==> config.mk <==
export PLATFORM = sky130hd
export DESIGN_NAME = word_adder_seq
export DESIGN_NICKNAME = d
export VERILOG_FILES = /design/src/rtl/word_adder_seq.sv
export SDC_FILE = /design/constraint.sdc
export NUM_CORES = 1
export LEC_CHECK = 0
export ABC_AREA = 1
export CORE_ASPECT_RATIO = 1.1
export CORE_MARGIN = 10
export CORE_UTILIZATION = 40
export CTS_CLUSTER_SIZE = 40
export DETAILED_ROUTE_END_ITERATION = 8
export PLACE_DENSITY = 0.7
export RECOVER_POWER = 100
export SLEW_MARGIN = 20
export SYNTH_ARGS = -nofsm -noshare
export SYNTH_HDL_FRONTEND = slang
export SYNTH_SLANG_ARGS = --single-unit
==> constraint.sdc <==
create_clock -name clk -period 3.45 [get_ports clk]
set_input_delay 1.035 -clock clk [delete_from_list [all_inputs] [get_ports clk]]
set_output_delay 1.035 -clock clk [all_outputs]
set_load 0.05 [all_outputs]
==> src/rtl/word_adder_seq.sv <==
// word_adder_seq
//
// Word-serial multi-precision adder controller. A single N-bit ripple
// adder slice is reused once per word, LSW first. The carry between words
// is kept in a register from one beat to the next. Operand word pairs
// arrive on a ready/valid stream. Sum words leave through a one-entry
// output register on a ready/valid stream. The final word is flagged with
// out_last and carries the carry-out on cout.
//
// Ports
//   clk        clock, all state updates on the rising edge
//   rst_n      asynchronous active-low reset
//   start      begin an operation (sampled only while idle)
//   len        word count for the operation, 0 behaves as 1
//   cin        carry into word 0, sampled together with start
//   in_valid   operand word pair valid
//   in_ready   operand word accepted this cycle
//   a, b       operand words
//   out_valid  result word valid
//   out_ready  sink accepts the result word
//   s          result sum word
//   out_last   result word is the most significant word
//   cout       carry out of the MSW, 0 unless out_valid & out_last
//   busy       operation in progress
module word_adder_seq #(
    parameter int unsigned N     = 8,
    parameter int unsigned LEN_W = 3
) (
    input  logic             clk,
    input  logic             rst_n,
    input  logic             start,
    input  logic [LEN_W-1:0] len,
    input  logic             cin,
    input  logic             in_valid,
    output logic             in_ready,
    input  logic [N-1:0]     a,
    input  logic [N-1:0]     b,
    output logic             out_valid,
    input  logic             out_ready,
    output logic [N-1:0]     s,
    output logic             out_last,
    output logic             cout,
    output logic             busy
);

    typedef enum logic [1:0] {
        IDLE  = 2'd0,
        RUN   = 2'd1,
        FLUSH = 2'd2
    } state_t;

    localparam logic [LEN_W-1:0] REM_ONE = LEN_W'(1);

    state_t           state_q, state_d;
    logic [LEN_W-1:0] rem_q, rem_d;
    logic             carry_q, carry_d;
    logic [N-1:0]     s_q, s_d;
    logic             out_valid_q, out_valid_d;
    logic             out_last_q, out_last_d;
    logic             cout_q, cout_d;

    logic [N-1:0]     sum_w;
    logic             carry_out_w;
    logic             accept;
    logic             is_last;

    // Ripple slice: bit i uses the carry out of bit i-1, bit 0 uses carry_q.
    always_comb begin : ripple
        logic c;
        sum_w = '0;
        c     = carry_q;
        for (int unsigned i = 0; i < N; i++) begin
            sum_w[i] = a[i] ^ b[i] ^ c;
            c        = (a[i] & b[i]) | (a[i] & c) | (b[i] & c);
        end
        carry_out_w = c;
    end

    // The output register is free when it is empty or is being drained
    // this cycle. No path from in_valid.
    assign in_ready = (state_q == RUN) && (!out_valid_q || out_ready);
    assign accept   = in_valid && in_ready;
    assign is_last  = (rem_q == REM_ONE);

    always_comb begin
        state_d     = state_q;
        rem_d       = rem_q;
        carry_d     = carry_q;
        s_d         = s_q;
        out_valid_d = out_valid_q;
        out_last_d  = out_last_q;
        cout_d      = cout_q;

        case (state_q)
            IDLE: begin
                if (start) begin
                    rem_d   = (len == '0) ? REM_ONE : len;
                    carry_d = cin;
                    state_d = RUN;
                end
            end

            RUN: begin
                if (accept) begin
                    // A drain on the same edge is absorbed by the reload.
                    s_d         = sum_w;
                    carry_d     = carry_out_w;
                    out_valid_d = 1'b1;
                    out_last_d  = is_last;
                    cout_d      = is_last ? carry_out_w : 1'b0;
                    rem_d       = rem_q - REM_ONE;
                    if (is_last) begin
                        state_d = FLUSH;
                    end
                end else if (out_valid_q && out_ready) begin
                    out_valid_d = 1'b0;
                end
            end

            FLUSH: begin
                if (out_valid_q && out_ready) begin
                    out_valid_d = 1'b0;
                    out_last_d  = 1'b0;
                    cout_d      = 1'b0;
                    state_d     = IDLE;
                end
            end

            default: begin
                state_d = IDLE;
            end
        endcase
    end

    always_ff @(posedge clk or negedge rst_n) begin
        if (!rst_n) begin
            state_q     <= IDLE;
            rem_q       <= '0;
            carry_q     <= 1'b0;
            s_q         <= '0;
            out_valid_q <= 1'b0;
            out_last_q  <= 1'b0;
            cout_q      <= 1'b0;
        end else begin
            state_q     <= state_d;
            rem_q       <= rem_d;
            carry_q     <= carry_d;
            s_q         <= s_d;
            out_valid_q <= out_valid_d;
            out_last_q  <= out_last_d;
            cout_q      <= cout_d;
        end
    end

    assign s         = s_q;
    assign out_valid = out_valid_q;
    assign out_last  = out_last_q;
    assign cout      = cout_q;
    assign busy      = (state_q != IDLE);

endmodule

==> results.toml, run 1 <==
[run_status]
run_status = "complete, but fails checks"
violations = "setup timing"

[power_and_ir_drop]
power.share.clock_pct = 7.8
p_per_area_mw_per_mm2 = 888
p_sw_uw = 746
seqPwrFrac_pct = 24.9
power_frac_comb_pct = 67.3
finalPower_mw = 1.43
switching_share_pct = 52.2
internal-power_uw = 683
vdd_drop_max_v = 0.000582
leakagePower_nw = 0.785

[synthesis]
netlist_top_cells_area = "dfrtp_1, nand2_1, fa_1, inv_1, ha_1"
synth_top_area_share_pct = 37.9
yosys.area_share.simple_pct = 26.2
ys_types = 23
syn_inst = 132
ys_seq_elements = 17
yosysTopAreaCell = "dfrtp_1"
synth_nets = 171
synth-adder-area-share_pct = 20.9
synth_seq_area_share_pct = 37.9
async_reset_ff_share_pct = 100
synthMuxAreaShare_pct = 0
synth_xor_area_share_pct = 0
synth_commonest_cells = "nand2_1, inv_1, dfrtp_1, fa_1, nand3_1"
avgSynthCellArea_um2 = 8.51
synth_enable_flop_cells = 0
synth_flop_cell = "dfrtp_1"
synthesis.area_mm2 = 0.00112
synth.most_common_cell = "nand2_1"
synth-compound-area-share_pct = 6.01
synth_top_family_by_area = "simple AND/OR/NAND/NOR gates"
yosys_warnings = 0

[sta]
min_period_ns = 3.87
fin_skew_ns = 0.00619
slew_headroom_pct = 44.7
hold-worst-slack_ns = 0.493
tightest_slew_ns = 0.827
fmax_mhz = 258
period_share_pct = 112
setup_violations = 4
hold_violations = 0
rsz0062_at_grt = "true"
drv_slew = 0
fin_ws_ns = -0.419

[final_layout]
multi_input_area_um2 = 631
regArea_um2 = 425
syn2layout_area_growth_pct = 43.3
num_antenna_cells = 0
fillers = 265
fin_area_mm2 = 0.00161
final_layout_size_suffix_gt1_share_pct = 18.1
nNetsFinal = 211

[worst_setup_path]
crit_path_max_incr_delay_ns = 0.41
critPathSlowestCell = "fa_2"
worst-setup-path-type = "in2reg"
end_kind = "flop"
cp_common_cell = "fa_2"
reg2reg_from = "carry_q$_DFFE_PN0P_"
path_max_fanout = 1
worstPathRequired_ns = 3.67
start_kind = "primary input"
path_cells = "buf_8 -> inv_12 -> fa_2 -> inv_2 -> fa_2 -> fa_2 -> fa_2 -> fa_2 -> fa_2 -> fa_2 -> inv_2 -> fa_2 -> o21ai_1"
cp-startpoint = "a[0]"
critPathTopFamily = "adder cells"
critical_path_arrival_ns = 4.09
ff2ff_path_depth = 12
r2r_slack_ns = -0.03
worst-path-buf-inv = 4
r2r-end = "s[7]$_DFFE_PN0P_"

[die]
io_pins = 38
fp.dieArea_mm2 = 0.00533
die-height_um = 75.6
num_rows = 20
start_util_pct = 41.2
fp.coreArea_mm2 = 0.00273
die_w_um = 70.5

[detailed_routing]
dr_wl_met2_um = 1360
wl_per_cell_um = 13.4
wl_met3_um = 125
ant_nets = 0
wl_met1_um = 1230
routed_via_density = 4.59
highest-signal-layer = "met4"
drt-pass1-iter-count = 4
dr_total_vias = 936
route.detailed.drc = 0
routed_wl_um = 2740
drt-initial-drc-count = 37

[hold_path]
whs_path_depth = 2
hp-class = "reg2reg"
worstHoldEndpoint = "s[6]$_DFFE_PN0P_"
worstHoldStart = "s[6]$_DFFE_PN0P_"

[clocking]
clk_pin_slew_ns = 0.11
holdBufCountCts = 0
root_buffer = "clkbuf_4"
cts_tree = "done"
h-tree-depth = 1
clock_latency_ns = 0.29
cts_buffers = 3
cts_max_path_buffers = 2
clock_sinks = 17

[global_route]
track_usage_pct = 10.8
grt-ovfl-total = 0
grt_pass1_wl_um = 4690
antenna_found_initial = 0
grt_pass1_vias = 1014
grt_max_degree = 18

[placed_design]
dp_slack_ns = -1.24
place.port_buffers = 37
placed_cell_area_mm2 = 0.00157
gp_congestion = 0.773
hpwlAfterDp_um = 2220

[job]
max-cap-violations = 0
[layer usage]
metal / track usage [%] / up-vias
li1: - / 479
met1: 12.0 / 433
met2: 19.3 / 22
met3: 3.65 / 2
met4: 3.23 / 0
met5: 0 / -
[worst min-delay path, cell delays in order, from the launching register on]
cell,delay [ns]
dfrtp_1,0.36
nand2_1,0.06
nand2_2,0.05
[state kept, by name, summed over array words and instances, names as in the netlist]
register,count
carry_q,1
cout,1
out_last,1
out_valid,1
rem_q,3
s,8
state_q,2
[logic make-up (layout without fill, tap and decap cells)]
logic type,after synthesis,count (layout)
simple gates,66,66
fa+ha+maj,14,14
compound gates,11,11
flops,17,17
buf+inv,24,63
[placed cells by master (no fill, tap or decap), drive strengths merged]
cell type	instances
fa	8
nor3	1
a21oi	1
o31ai	1
dfrtp	17
nand2	50
buf	3
nor2	4
nand3	10
ha	6
o21ai	6
clkdlybuf4s50	31
dlygate4sd2	2
o21a	1
a22oi	1
o22ai	1
clkbuf	4
or2	1
dlygate4sd3	1
inv	22
[through the flow]
| step | utilization, % | instances | TNS (ns) |
|---|---|---|---|
| 6_report | 59.0 | 204 | -1.08 |
| 3_5_place_dp | 57.6 | 200 | -5.15 |
| 5_1_grt | 59.0 | 204 | -1.34 |
| 3_3_place_gp | 57.6 | 200 | -4.88 |
| 4_1_cts | 58.7 | 204 | -1.67 |
| 2_1_floorplan | - | 132 | -1.53 |
[repair_timing]
item,CTS,global route
pin swaps,10,12
hold endpoints to repair,0,0
resized for setup,15,3
setup endpoints to repair,5,4
buffers inserted,0,0
[how the worst max path moves through the flow]
| stage | end | slack [ns] | cells after the start |
|---|---|---|---|
| 2_1_floorplan | s[7]$_DFFE_PN0P_ | -0.54 | 12 |
| 3_3_place_gp | s[7]$_DFFE_PN0P_ | -1.18 | 13 |
| 3_5_place_dp | s[7]$_DFFE_PN0P_ | -1.24 | 13 |
| 4_1_cts | s[7]$_DFFE_PN0P_ | -0.56 | 13 |
| 5_1_grt | s[7]$_DFFE_PN0P_ | -0.48 | 13 |
| 6_report | s[7]$_DFFE_PN0P_ | -0.42 | 13 |
[power groups by stage]
stage	sequential (mW)	combinational [mW]	clock, mW
2_1_floorplan	0.561	0.471	0
3_3_place_gp	0.356	0.954	0
3_5_place_dp	0.362	0.962	0
4_1_cts	0.357	0.970	0.113
5_1_grt	0.371	1.06	0.124
6_report	0.357	0.961	0.111
[final cells by class]
class                      count  area share (%)
clock buffer                   4            1.63
inverter                      22            6.37
multi-input combinational     91            39.2
sequential                    17            26.4
tap                           33            2.56
timing repair buffer          37            23.9
No activity file was read; power rests on OpenSTA's default activity.
==> run 2, diff against run 1 <==
--- a/config.mk
+++ b/config.mk
@@ -8,11 +8,13 @@
 export ABC_AREA = 1
 export CORE_ASPECT_RATIO = 1.1
 export CORE_MARGIN = 10
-export CORE_UTILIZATION = 40
+export CORE_UTILIZATION = 55
 export CTS_CLUSTER_SIZE = 40
 export DETAILED_ROUTE_END_ITERATION = 8
-export PLACE_DENSITY = 0.7
+export DONT_BUFFER_PORTS = 1
+export PLACE_DENSITY = 0.69
 export RECOVER_POWER = 100
+export SKIP_CTS_REPAIR_TIMING = 1
 export SLEW_MARGIN = 20
 export SYNTH_ARGS = -nofsm -noshare
 export SYNTH_HDL_FRONTEND = slang
==> results.toml, run 2 (synthesized netlist as in run 1, its figures left out) <==
[run_status]
run_status = "complete, but fails checks"
violations = "setup timing"

[global_route]
grt_max_degree = 18
antenna_found_initial = 0
grt_pass1_wl_um = 4020
track_usage_pct = 12.3
grt-ovfl-total = 0
grt_pass1_vias = 867

[die]
start_util_pct = 56.8
fp.dieArea_mm2 = 0.00425
num_rows = 17
die-height_um = 67.4
io_pins = 38
die_w_um = 63.1
fp.coreArea_mm2 = 0.00198

[worst_setup_path]
start_kind = "primary input"
cp_num_cells = 12
critPathTopFamily = "adder cells"
end_kind = "flop"
cp_common_cell = "fa_2"
ff2ff_path_depth = 12
path_cells = "inv_8 -> fa_2 -> inv_2 -> fa_2 -> fa_2 -> fa_2 -> fa_2 -> fa_2 -> fa_2 -> inv_2 -> fa_2 -> o21ai_2"
critical_path_arrival_ns = 4.00
worst-path-buf-inv = 3
path_max_fanout = 1
critPathSlowestCell = "fa_2"
worst-setup-path-type = "in2reg"
crit_path_max_incr_delay_ns = 0.43
worstPathRequired_ns = 3.68

[clocking]
clk_pin_slew_ns = 0.11
root_buffer = "clkbuf_4"
clock_sinks = 17
clock_latency_ns = 0.30
cts_tree = "done"
h-tree-depth = 1
cts_max_path_buffers = 2
cts_buffers = 3

[power_and_ir_drop]
leakagePower_nw = 0.644
vdd_drop_max_v = 0.000544
p_per_area_mw_per_mm2 = 1000

[final_layout]
largest_reg_flops = 8
fillers = 178
final_layout_size_suffix_gt1_share_pct = 21.5
final_cell_mix = "nand2_1, inv_1, dfrtp_1"
nNetsFinal = 175
num_antenna_cells = 0
layout_commonest_cell = "nand2_1"
syn2layout_area_growth_pct = 10.7

[detailed_routing]
routed_via_density = 4.98
dr_total_vias = 812
routed_wl_um = 2440
wl_per_cell_um = 15.0
drt-pass1-iter-count = 4
ant_nets = 0
drt-initial-drc-count = 29
route.detailed.drc = 0

[sta]
fmax_mhz = 265
hold_violations = 0
fin_skew_ns = 0.0102
hold-worst-slack_ns = 0.412
tns_ns = -0.650
fin_ws_ns = -0.319
min_period_ns = 3.77
slew_headroom_pct = 63.9
tightest_slew_ns = 0.541
period_share_pct = 109
setup_violations = 3
rsz0062_at_grt = "true"
drv_slew = 0

[placed_design]
gp_congestion = 0.863
hpwlAfterDp_um = 1950
place.port_buffers = 0

[job]
max-cap-violations = 0

[hold_path]
hp-class = "in2async"
==> run 2: changes by cell type in the layout (fill, tap and decap cells not counted), sizes merged <==
cell	previous run	this run
clkinv	0	2
clkdlybuf4s50	31	0
buf	3	1
clkbuf	4	3
dlygate4sd2	2	0
dlygate4sd3	1	0
inv	22	21
==> run 2: power by group <==
| group | switching (mW) | total, mW | internal (mW) |
|---|---|---|---|
| Combinational | 0.365 | 0.557 | 0.192 |
| Sequential | 0.284 | 0.577 | 0.293 |
| Clock | 0.0673 | 0.110 | 0.0432 |
==> run 2: final cells by class <==
type	instances	area [µm²]	share of cell area, %
Timing Repair Buffer	1	7.51	0.604
Multi-Input combinational cell	91	629	50.6
Tap cell	28	35.0	2.82
Clock buffer	3	22.5	1.81
Inverter	22	119	9.56
Clock inverter	1	5.00	0.402
Sequential cell	17	425	34.2
==> run 2: worst paths after layout <==
path,slack [ns],endpoint,start
worst max register to register,-0.02,s[7]$_DFFE_PN0P_,carry_q$_DFFE_PN0P_
worst max-delay path,-0.32,s[7]$_DFFE_PN0P_,b[0]
worst min-delay path,0.41,s[2]$_DFFE_PN0P_,rst_n
max in group asynchronous,2.96,rem_q[1]$_DFFE_PN0P_,rst_n
min in group clk,0.50,carry_q$_DFFE_PN0P_,carry_q$_DFFE_PN0P_
worst min register to register,0.50,carry_q$_DFFE_PN0P_,carry_q$_DFFE_PN0P_
==> run 2: per-layer routing <==
| layer | GRT usage, % | up-vias | wire length (µm) |
|---|---|---|---|
| met5 | 0 | - | 0 |
| met4 | 7.54 | 0 | 33 |
| met3 | 4.30 | 4 | 228 |
| met2 | 19.8 | 28 | 1210 |
| met1 | 13.9 | 374 | 965 |
| li1 | - | 406 | - |
==> run 2: through the flow <==
stage	std cells	instance area [µm²]	utilization (%)	worst slack (ns)	power, mW
3_5_place_dp	159	1190	60.3	-0.634	1.13
6_report	163	1240	62.9	-0.319	1.24
3_3_place_gp	159	1190	60.3	-0.584	1.11
4_1_cts	163	1220	61.7	-0.306	1.25
2_1_floorplan	132	1170	-	-0.537	1.03
5_1_grt	163	1240	62.9	-0.377	1.36
==> run 3, diff against run 2 <==
--- a/config.mk
+++ b/config.mk
@@ -15,7 +15,6 @@
 export PLACE_DENSITY = 0.69
 export RECOVER_POWER = 100
 export SKIP_CTS_REPAIR_TIMING = 1
-export SLEW_MARGIN = 20
 export SYNTH_ARGS = -nofsm -noshare
 export SYNTH_HDL_FRONTEND = slang
 export SYNTH_SLANG_ARGS = --single-unit
==> results of run 3 <==
Final layout, timing and power as in run 2 (identical DEF).
